--- src/rtl/dot_prod_pkg.sv ---
// Shared sizes, types and host FSM states for the dot-product accelerator host.
package dot_prod_pkg;
  localparam int N  = 1000;
  localparam int AW = 10;
  localparam int DW = 27;
  localparam int RW = 64;

  typedef logic signed [DW-1:0] elem_t;
  typedef logic signed [RW-1:0] res_t;
  typedef logic        [AW-1:0] addr_t;

  typedef enum logic [2:0] {
    LOAD, DRAIN, CHECK, LAUNCH, SETTLE, WAIT, DONE
  } host_state_e;

  localparam addr_t LAST_IDX = addr_t'(N - 1);
  localparam addr_t N_ADDR   = addr_t'(N);
endpackage

--- src/rtl/dot_prod_host.sv ---
// Host initiator: streams (a,b) pairs into the accelerator arrays, launches it and returns the result.
// Define DOT_PROD_HOST_READBACK_EN to verify the loaded arrays by XOR-fold readback before launch.
module dot_prod_host
  import dot_prod_pkg::*;
(
  input  logic          clk,
  input  logic          rst,
  input  logic          in_valid,
  output logic          in_ready,
  input  logic [DW-1:0] in_a,
  input  logic [DW-1:0] in_b,
  input  logic [RW-1:0] acc_init,
  output logic          out_valid,
  input  logic          out_ready,
  output logic [RW-1:0] out_result,
  output logic          out_err,
  output logic          busy,
  output logic          acc_r_enable,
  output logic          acc_control_arr,
  output logic [AW-1:0] acc_init_i,
  output logic [RW-1:0] acc_init_acc,
  input  logic          acc_w_enable,
  input  logic [RW-1:0] acc_result,
  output logic          acc_wen_a,
  output logic          acc_wen_b,
  output logic [AW-1:0] acc_addr_a,
  output logic [AW-1:0] acc_addr_b,
  output logic [DW-1:0] acc_wdata_a,
  output logic [DW-1:0] acc_wdata_b,
  input  logic [DW-1:0] acc_rdata_a,
  input  logic [DW-1:0] acc_rdata_b
);

  host_state_e state_q, state_d;
  addr_t idx_q, idx_d;
  addr_t addr_q, addr_d;
  logic  wen_q, wen_d;
  elem_t wdata_a_q, wdata_a_d, wdata_b_q, wdata_b_d;
  logic  r_en_q, r_en_d;
  logic  ctrl_q, ctrl_d;
  res_t  init_acc_q, init_acc_d;
  logic  out_valid_q, out_valid_d;
  res_t  out_result_q, out_result_d;
  logic  out_err_q, out_err_d;

  logic accept, last_accept;
  assign accept      = in_valid && (state_q == LOAD);
  assign last_accept = accept && (idx_q == LAST_IDX);

`ifdef DOT_PROD_HOST_READBACK_EN
  elem_t chk_a_q, chk_a_d, chk_b_q, chk_b_d;
  elem_t rchk_a_q, rchk_a_d, rchk_b_q, rchk_b_d;
  addr_t rd_cnt_q, rd_cnt_d;
  logic  fold_ok;
  // Decision is taken in the cycle the last read datum arrives, so fold it in here.
  assign fold_ok = ((rchk_a_q ^ elem_t'(acc_rdata_a)) == chk_a_q) &&
                   ((rchk_b_q ^ elem_t'(acc_rdata_b)) == chk_b_q);
`else
  logic unused_rdata;
  assign unused_rdata = ^{acc_rdata_a, acc_rdata_b};
`endif

  always_ff @(posedge clk or posedge rst) begin
    if (rst) state_q <= LOAD;
    else     state_q <= state_d;
  end

  always_comb begin
    state_d = state_q;
    case (state_q)
      LOAD:   if (last_accept) state_d = DRAIN;
`ifdef DOT_PROD_HOST_READBACK_EN
      DRAIN:  state_d = CHECK;
      CHECK:  if (rd_cnt_q == N_ADDR) state_d = fold_ok ? LAUNCH : DONE;
`else
      DRAIN:  state_d = LAUNCH;
`endif
      LAUNCH: state_d = SETTLE;
      SETTLE: state_d = WAIT;
      WAIT:   if (acc_w_enable) state_d = DONE;
      DONE:   if (out_valid_q && out_ready) state_d = LOAD;
      default: state_d = LOAD;
    endcase
  end

  always_comb begin
    idx_d        = idx_q;
    addr_d       = addr_q;
    wen_d        = 1'b0;
    wdata_a_d    = wdata_a_q;
    wdata_b_d    = wdata_b_q;
    r_en_d       = 1'b0;
    ctrl_d       = ctrl_q;
    init_acc_d   = init_acc_q;
    out_valid_d  = out_valid_q;
    out_result_d = out_result_q;
    out_err_d    = out_err_q;
`ifdef DOT_PROD_HOST_READBACK_EN
    chk_a_d  = chk_a_q;
    chk_b_d  = chk_b_q;
    rchk_a_d = rchk_a_q;
    rchk_b_d = rchk_b_q;
    rd_cnt_d = rd_cnt_q;
`endif
    case (state_q)
      LOAD: begin
        if (accept) begin
          wen_d     = 1'b1;
          addr_d    = idx_q;
          wdata_a_d = elem_t'(in_a);
          wdata_b_d = elem_t'(in_b);
          idx_d     = last_accept ? '0 : idx_q + addr_t'(1);
`ifdef DOT_PROD_HOST_READBACK_EN
          chk_a_d   = chk_a_q ^ elem_t'(in_a);
          chk_b_d   = chk_b_q ^ elem_t'(in_b);
`endif
        end
      end
`ifdef DOT_PROD_HOST_READBACK_EN
      DRAIN: begin
        addr_d   = '0;
        rd_cnt_d = '0;
        rchk_a_d = '0;
        rchk_b_d = '0;
      end
      CHECK: begin
        if (rd_cnt_q != N_ADDR) begin
          rd_cnt_d = rd_cnt_q + addr_t'(1);
          addr_d   = (rd_cnt_q < LAST_IDX) ? rd_cnt_q + addr_t'(1) : '0;
        end
        if (rd_cnt_q != '0) begin
          rchk_a_d = rchk_a_q ^ elem_t'(acc_rdata_a);
          rchk_b_d = rchk_b_q ^ elem_t'(acc_rdata_b);
        end
        if (rd_cnt_q == N_ADDR && !fold_ok) begin
          out_result_d = '0;
          out_err_d    = 1'b1;
          out_valid_d  = 1'b1;
        end
      end
`endif
      LAUNCH: begin
        r_en_d     = 1'b1;
        ctrl_d     = 1'b0;
        init_acc_d = res_t'(acc_init);
      end
      WAIT: begin
        ctrl_d = 1'b0;
        if (acc_w_enable) begin
          out_result_d = res_t'(acc_result);
          out_valid_d  = 1'b1;
        end
      end
      DONE: begin
        if (out_valid_q && out_ready) begin
          out_valid_d = 1'b0;
          out_err_d   = 1'b0;
          ctrl_d      = 1'b1;
`ifdef DOT_PROD_HOST_READBACK_EN
          chk_a_d     = '0;
          chk_b_d     = '0;
`endif
        end
      end
      default: ;
    endcase
  end

  always_ff @(posedge clk or posedge rst) begin
    if (rst) begin
      idx_q        <= '0;
      addr_q       <= '0;
      wen_q        <= 1'b0;
      wdata_a_q    <= '0;
      wdata_b_q    <= '0;
      r_en_q       <= 1'b0;
      ctrl_q       <= 1'b1;
      init_acc_q   <= '0;
      out_valid_q  <= 1'b0;
      out_result_q <= '0;
      out_err_q    <= 1'b0;
    end else begin
      idx_q        <= idx_d;
      addr_q       <= addr_d;
      wen_q        <= wen_d;
      wdata_a_q    <= wdata_a_d;
      wdata_b_q    <= wdata_b_d;
      r_en_q       <= r_en_d;
      ctrl_q       <= ctrl_d;
      init_acc_q   <= init_acc_d;
      out_valid_q  <= out_valid_d;
      out_result_q <= out_result_d;
      out_err_q    <= out_err_d;
    end
  end

`ifdef DOT_PROD_HOST_READBACK_EN
  always_ff @(posedge clk or posedge rst) begin
    if (rst) begin
      chk_a_q  <= '0;
      chk_b_q  <= '0;
      rchk_a_q <= '0;
      rchk_b_q <= '0;
      rd_cnt_q <= '0;
    end else begin
      chk_a_q  <= chk_a_d;
      chk_b_q  <= chk_b_d;
      rchk_a_q <= rchk_a_d;
      rchk_b_q <= rchk_b_d;
      rd_cnt_q <= rd_cnt_d;
    end
  end
`endif

  assign in_ready        = (state_q == LOAD);
  assign busy            = (state_q != LOAD);
  assign out_valid       = out_valid_q;
  assign out_result      = out_result_q;
  assign out_err         = out_err_q;
  assign acc_r_enable    = r_en_q;
  assign acc_control_arr = ctrl_q;
  assign acc_init_i      = '0;
  assign acc_init_acc    = init_acc_q;
  assign acc_wen_a       = wen_q;
  assign acc_wen_b       = wen_q;
  assign acc_addr_a      = addr_q;
  assign acc_addr_b      = addr_q;
  assign acc_wdata_a     = wdata_a_q;
  assign acc_wdata_b     = wdata_b_q;

endmodule

--- config.mk ---
export PLATFORM = sky130hd
export DESIGN_NAME = dot_prod_host
export DESIGN_NICKNAME = d
export VERILOG_FILES = /design/src/rtl/dot_prod_pkg.sv /design/src/rtl/dot_prod_host.sv
export SDC_FILE = /design/constraint.sdc
export NUM_CORES = 1
export LEC_CHECK = 0
export ABC_AREA = 1
export CAP_MARGIN = 20
export CELL_PAD_IN_SITES_DETAIL_PLACEMENT = 2
export CELL_PAD_IN_SITES_GLOBAL_PLACEMENT = 2
export CORE_MARGIN = 3
export CORE_UTILIZATION = 19
export DETAILED_ROUTE_END_ITERATION = 8
export PLACE_DENSITY_LB_ADDON = 0.3
export RECOVER_POWER = 25
export SYNTH_ARGS = -nofsm -noshare
export SYNTH_HDL_FRONTEND = slang
export SYNTH_SLANG_ARGS = --single-unit
--- constraint.sdc ---
create_clock -name clk -period 6.9 [get_ports clk]
set_input_delay 1.725 -clock clk [delete_from_list [all_inputs] [get_ports clk]]
set_output_delay 1.725 -clock clk [all_outputs]
set_load 0.03 [all_outputs]
==> impl_metrics.ini, run 1 <==
[synth]
synth.ff_latch_count = 209
synthFlopType = dfrtp_1
avgSynthCellArea_um2 = 8.74
synth_most_common_cell = nand2_1
yosys-top-cells-count = nand2_1, dfrtp_1, nand3_1
seq_area_frac_synth = 0.619
synth-edff-count = 0
async_flop_share = 1.00
ys_top_cells_by_area = dfrtp_1, nand2_1, nand3_1, buf_4, buf_2
yosysTopAreaCellShare = 0.616
yosys_warnings = 0
syn_area_um2 = 8450
synth_area_leader_cell = dfrtp_1
yosys.cell_types.count = 24
synth_cells = 966

[layout]
design_area_um2 = 13700
area_growth_pct = 62.5
layout-drive-gt1-share = 0.0457
utilization = 0.316
fillCellCount = 4908
finalNetCount = 1581

[floorplanning]
die_h_um = 217
num_rows = 76
io_pins = 461
die_x_um = 217
die-area_um2 = 47000
coreArea_um2 = 43500
start_util = 0.194

[run_status]
status = complete, but fails checks
violations = max-capacitance violations, max-slew violations

[route]
num_vias = 7843
wl_met2_mm = 16.1
ant_nets = 0
top_layer = met5
routed_wl_mm = 33.3
wl_met3_mm = 3.36
wl_per_cell_um = 17.1
viasPerCell = 4.03
drtIter0Drc = 295
wl_met1_mm = 13.1
drcViolationCount = 0
first_pass_iters = 4

[job]
drv_cap = 4

[clocking]
numCtsBuffers = 28
cts_resized = 0
worstSkewPairLatency_ns = 0.54
clock_sinks = 209
ctsHoldBuffers = 0
h-tree-depth = 1
root_buffer = clkbuf_16
clkTransAtPathRegs_ns = 0.06
tritoncts = built
post_cts_buffers = 0
clk_path_buf_depth = 3

[sta]
setup_violations = 0
worst_slew_pin_slew_ns = 3.26
setup_slack_ns = 2.06
final_hold_viol_count = 0
period_needed_ns = 4.84
slew_headroom = -1.18
fmax_mhz = 207
finalMaxSlewViolations = 246
period_share = 0.701
tns_ns = 0
finalClockSkew_ns = 0.00718
grt_setup_unrepaired = no

[min_path]
min_from = out_result[38]$_DFFE_PP0P_
min_path_type = register to register

[worst_setup_path]
worst-path-stages = 7
r2r-start = state_q[2]$_DFFE_PP0P_
critPathLaunch = in_valid
path_cells = clkdlybuf4s50_1, nand3_2, clkbuf_1, inv_2, buf_4, nand3_1, o21ai_0
criticalPathCategory = input port to register
worstSetupEndpointType = register
r2r_slack_ns = 2.61
path_delay_family = buffers and inverters
startpoint_type = input port
setup.worst_path.end = idx_q[0]$_DFFE_PP0P_
r2r_cells = 7
r2r_end = acc_init_acc[19]$_DFFE_PP0P_
critPathSlowestCell = clkbuf_1
worst_path_largest_cell_delay_ns = 1.59
worst-path-buf-inv = 4
required_ns = 7.30
cp_max_fo = 46
crit_arrival_ns = 5.24

[placement]
hpwl_mm = 23.1
place_area_um2 = 12800
port_buffers = 395
gp_congestion = 0.732
dpl_worst_slack_ns = 2.90

[global_routing]
grt_max_degree = 99
gr-usage-all-layers = 0.138
grt_pass1_vias = 8700
grt_pass1_wl_mm = 51.7
overflow = 0
antenna_found_initial = 3

[pwr]
power_density_nw_per_um2 = 513
p_leak_nw = 6.57
ir_drop_mv = 0.174
finalPower_mw = 7.05
-- final cells by class --
cell class | instances | area, um2 | share of cell area
diodes | 2 | 5.00 | 0.000365
clock buffers | 45 | 876 | 0.0638
clock inverters | 4 | 72.6 | 0.00529
inverters | 26 | 98.8 | 0.00720
multi-input cells | 668 | 2680 | 0.195
flip-flops and latches | 209 | 5230 | 0.381
well taps | 585 | 732 | 0.0533
repair buffers | 406 | 4030 | 0.294
-- registers in the layout (all words and copies together) (netlist names), 3 cells and up --
register,cells
acc_init_acc,64
out_result,64
acc_wdata_a,27
acc_wdata_b,27
acc_addr_a,10
idx_q,10
state_q,3
-- layout by cell type (no fill, tap or decap), drive strengths merged --
| cell | n |
|---|---|
| o21ai | 11 |
| nand3b | 1 |
| dlygate4sd3 | 2 |
| inv | 24 |
| dfstp | 1 |
| nor3 | 3 |
| ha | 1 |
| clkdlybuf4s50 | 392 |
| clkinvlp | 2 |
| nand3 | 78 |
| conb | 11 |
| xnor2 | 1 |
| a31o | 1 |
| clkbuf | 49 |
| nor2 | 17 |
| clkinv | 2 |
| nand4 | 3 |
| dfrtp | 208 |
| bufinv | 2 |
| nand2 | 536 |
| buf | 8 |
| a21oi | 4 |
| nor3b | 1 |
| diode | 2 |
-- metal layers --
| metal | vias up | global-route usage |
|---|---|---|
| li1 | 3677 | - |
| met1 | 3867 | 0.161 |
| met2 | 255 | 0.234 |
| met3 | 42 | 0.0591 |
| met4 | 2 | 0.0348 |
| met5 | - | 0 |
-- worst reg2reg max path: stages, from the launching register on --
cell and delay (ns):
dfrtp_1 0.41, inv_1 0.16, nand3_2 0.07, clkbuf_2 0.84, clkinv_1 0.17, clkbuf_1 2.09
nand2_1 0.26, nand2_1 0.20
-- through the flow --
stage | hold slack, ns | instances
floorplan | 0.492 | 976
global placement | 0.454 | 1894
detailed placement | 0.462 | 1894
CTS | 0.477 | 1943
global route | 0.490 | 1945
finish | 0.471 | 1945
-- power breakdown --
part	total [mW]	switching [mW]	internal, mW
Combinational	3.45	2.13	1.32
Sequential	2.10	0.322	1.78
Clock	1.50	0.563	0.933
-- worst min-delay path by stage --
stage	depth (start not counted)	slack [ns]	to
final	2	0.47	out_result[38]$_DFFE_PP0P_
after global routing	2	0.49	out_result[33]$_DFFE_PP0P_
after CTS	2	0.48	out_result[38]$_DFFE_PP0P_
after detailed placement	2	0.46	out_result[24]$_DFFE_PP0P_
after global placement	2	0.45	out_result[22]$_DFFE_PP0P_
after floorplan	2	0.49	idx_q[7]$_DFFE_PP0P_
-- logic make-up (layout without fill, tap and decap cells) --
group	after synthesis	in the layout	share of synthesized area
flip-flops	209	209	0.619
other	1	13	0.000444
AO/OA/AOI/OAI	16	16	0.00992
buffers and inverters	99	481	0.0686
AND/OR/NAND/NOR	639	639	0.299
adder cells (fa/ha/maj)	1	1	0.00148
XOR/XNOR	1	1	0.00104
Note: power is estimated with default switching activity, not from simulation.
==> run 2, diff against run 1 <==
==> constraint.sdc (replaced) <==
create_clock -name clk -period 4.4 [get_ports clk]
set_input_delay 1.1 -clock clk [delete_from_list [all_inputs] [get_ports clk]]
set_output_delay 1.1 -clock clk [all_outputs]
set_load 0.03 [all_outputs]
==> run 2 against run 1 <==
Net effect:
- cell count is 0.31% higher
- clock skew increased by 0.00072 ns
- largest power group unchanged
- the run now ends clean
- total power increased by 55%
- count of clock-buffer cells in the layout unchanged
==> impl_metrics.ini, run 2 (synthesized netlist as in run 1, its figures left out) <==
[run_status]
status = completed

[worst_setup_path]
r2r_cells = 6
worstSetupEndpointType = output pin
r2r_slack_ns = 2.07
required_ns = 3.30
cp_max_fo = 6
criticalPathCategory = register to output pin
worst_path_largest_cell_delay_ns = 0.74
startpoint_type = register
r2r_end = acc_init_acc[1]$_DFFE_PP0P_
r2r-start = state_q[2]$_DFFE_PP0P_
critPathSlowestCell = clkdlybuf4s50_1
path_cells = nor2_2, nand2_1, inv_1, clkdlybuf4s50_1
crit_arrival_ns = 2.06

[clocking]
cts_resized = 0
post_cts_buffers = 0
clock_sinks = 209
ctsHoldBuffers = 0
numCtsBuffers = 28
clkTransAtPathRegs_ns = 0.06
h-tree-depth = 1
worstSkewPairLatency_ns = 0.55
clk_path_buf_depth = 3
root_buffer = clkbuf_16
tritoncts = built

[pwr]
p_leak_nw = 6.59
power_density_nw_per_um2 = 796
ir_drop_mv = 0.389

[floorplanning]
io_pins = 461
coreArea_um2 = 43500
die_h_um = 217
die-area_um2 = 47000
die_x_um = 217
start_util = 0.194
num_rows = 76

[sta]
worst_slew_pin_slew_ns = 1.33
finalMaxSlewViolations = 0
setup_violations = 0
slew_headroom = 0.113
final_hold_viol_count = 0
tns_ns = 0
period_share = 0.719
finalClockSkew_ns = 0.00791
period_needed_ns = 3.16
grt_setup_unrepaired = no
fmax_mhz = 316

[route]
drtIter0Drc = 256
routed_wl_mm = 33.3
first_pass_iters = 4
ant_nets = 0
wl_per_cell_um = 17.0
drcViolationCount = 0
viasPerCell = 4.05
num_vias = 7902

[global_routing]
grt_max_degree = 67
antenna_found_initial = 2
grt_pass1_vias = 8658
gr-usage-all-layers = 0.137
overflow = 0
grt_pass1_wl_mm = 51.3

[layout]
regArea_um2 = 5230
multi_input_area_um2 = 2680
design_area_um2 = 13800
layout-drive-gt1-share = 0.0512
area_growth_pct = 62.8
final_common_cell = nand2_1
antenna_cells = 0
final_cell_mix = nand2_1, clkdlybuf4s50_1, dfrtp_1
fillCellCount = 4898
finalNetCount = 1587

[placement]
place_area_um2 = 12900
gp_congestion = 0.727
hpwl_mm = 23.8
port_buffers = 395

[min_path]
whs_path_depth = 2
hold_end = out_result[36]$_DFFE_PP0P_
min_from = out_result[36]$_DFFE_PP0P_
min_path_type = register to register

[job]
drv_cap = 0
-- run 2: cell types whose count changed in the layout (fill, tap and decap cells not counted), moves of 2 or more --
cell	previous run	this run
buf_4	6	10
bufinv_16	2	0
clkinv_2	1	3
diode_2	2	0
-- run 2: power by group --
part | switching, mW | internal (mW) | leakage [nW]
clock | 0.894 | 1.37 | 0.453
sequential | 0.511 | 2.79 | 2.62
combinational | 3.33 | 2.05 | 3.52
-- run 2: metal layers --
metal / routed length (um) / track usage
met1: 13100 / 0.158
met2: 16400 / 0.240
met3: 3040 / 0.0565
met4: 703 / 0.0309
met5: 30 / 0
-- run 2: worst max-delay path by stage --
stage	to	from	cells past startpoint	slack, ns
after floorplan	acc_addr_a[0]$_DFFE_PP0P_	rst	1	0.59
after global placement	acc_wdata_a[22]$_DFFE_PP0P_	in_valid	6	1.25
after detailed placement	acc_wdata_a[26]$_DFFE_PP0P_	in_valid	6	1.24
after CTS	in_ready	state_q[1]$_DFFE_PP0P_	4	1.17
after global routing	out_result[10]$_DFFE_PP0P_	rst	4	1.05
final	in_ready	state_q[1]$_DFFE_PP0P_	4	1.24
-- run 2: through the flow --
step	cells	hold WS, ns	worst slack [ns]	power (mW)	utilization
floorplan	976	0.492	0.587	6.32	-
global placement	1899	0.454	1.25	8.68	0.296
detailed placement	1899	0.460	1.24	8.82	0.296
CTS	1950	0.475	1.17	11.2	0.317
global route	1951	0.498	1.05	11.7	0.316
finish	1951	0.468	1.24	10.9	0.316
-- run 2: worst max-delay path: cells and delay by family (launching register included) --
kind | cells | cell delay (ns)
and+or+nand+nor | 2 | 0.25
buffers and inverters | 2 | 0.81
DFF | 1 | 0.45
-- run 2: cell type report --
| cell class | instances | share of cell area |
|---|---|---|
| multi-input combinational | 668 | 0.195 |
| clock inverter | 6 | 0.00282 |
| tap | 585 | 0.0532 |
| sequential | 209 | 0.380 |
| timing repair buffer | 412 | 0.297 |
| inverter | 26 | 0.00719 |
| clock buffer | 45 | 0.0644 |
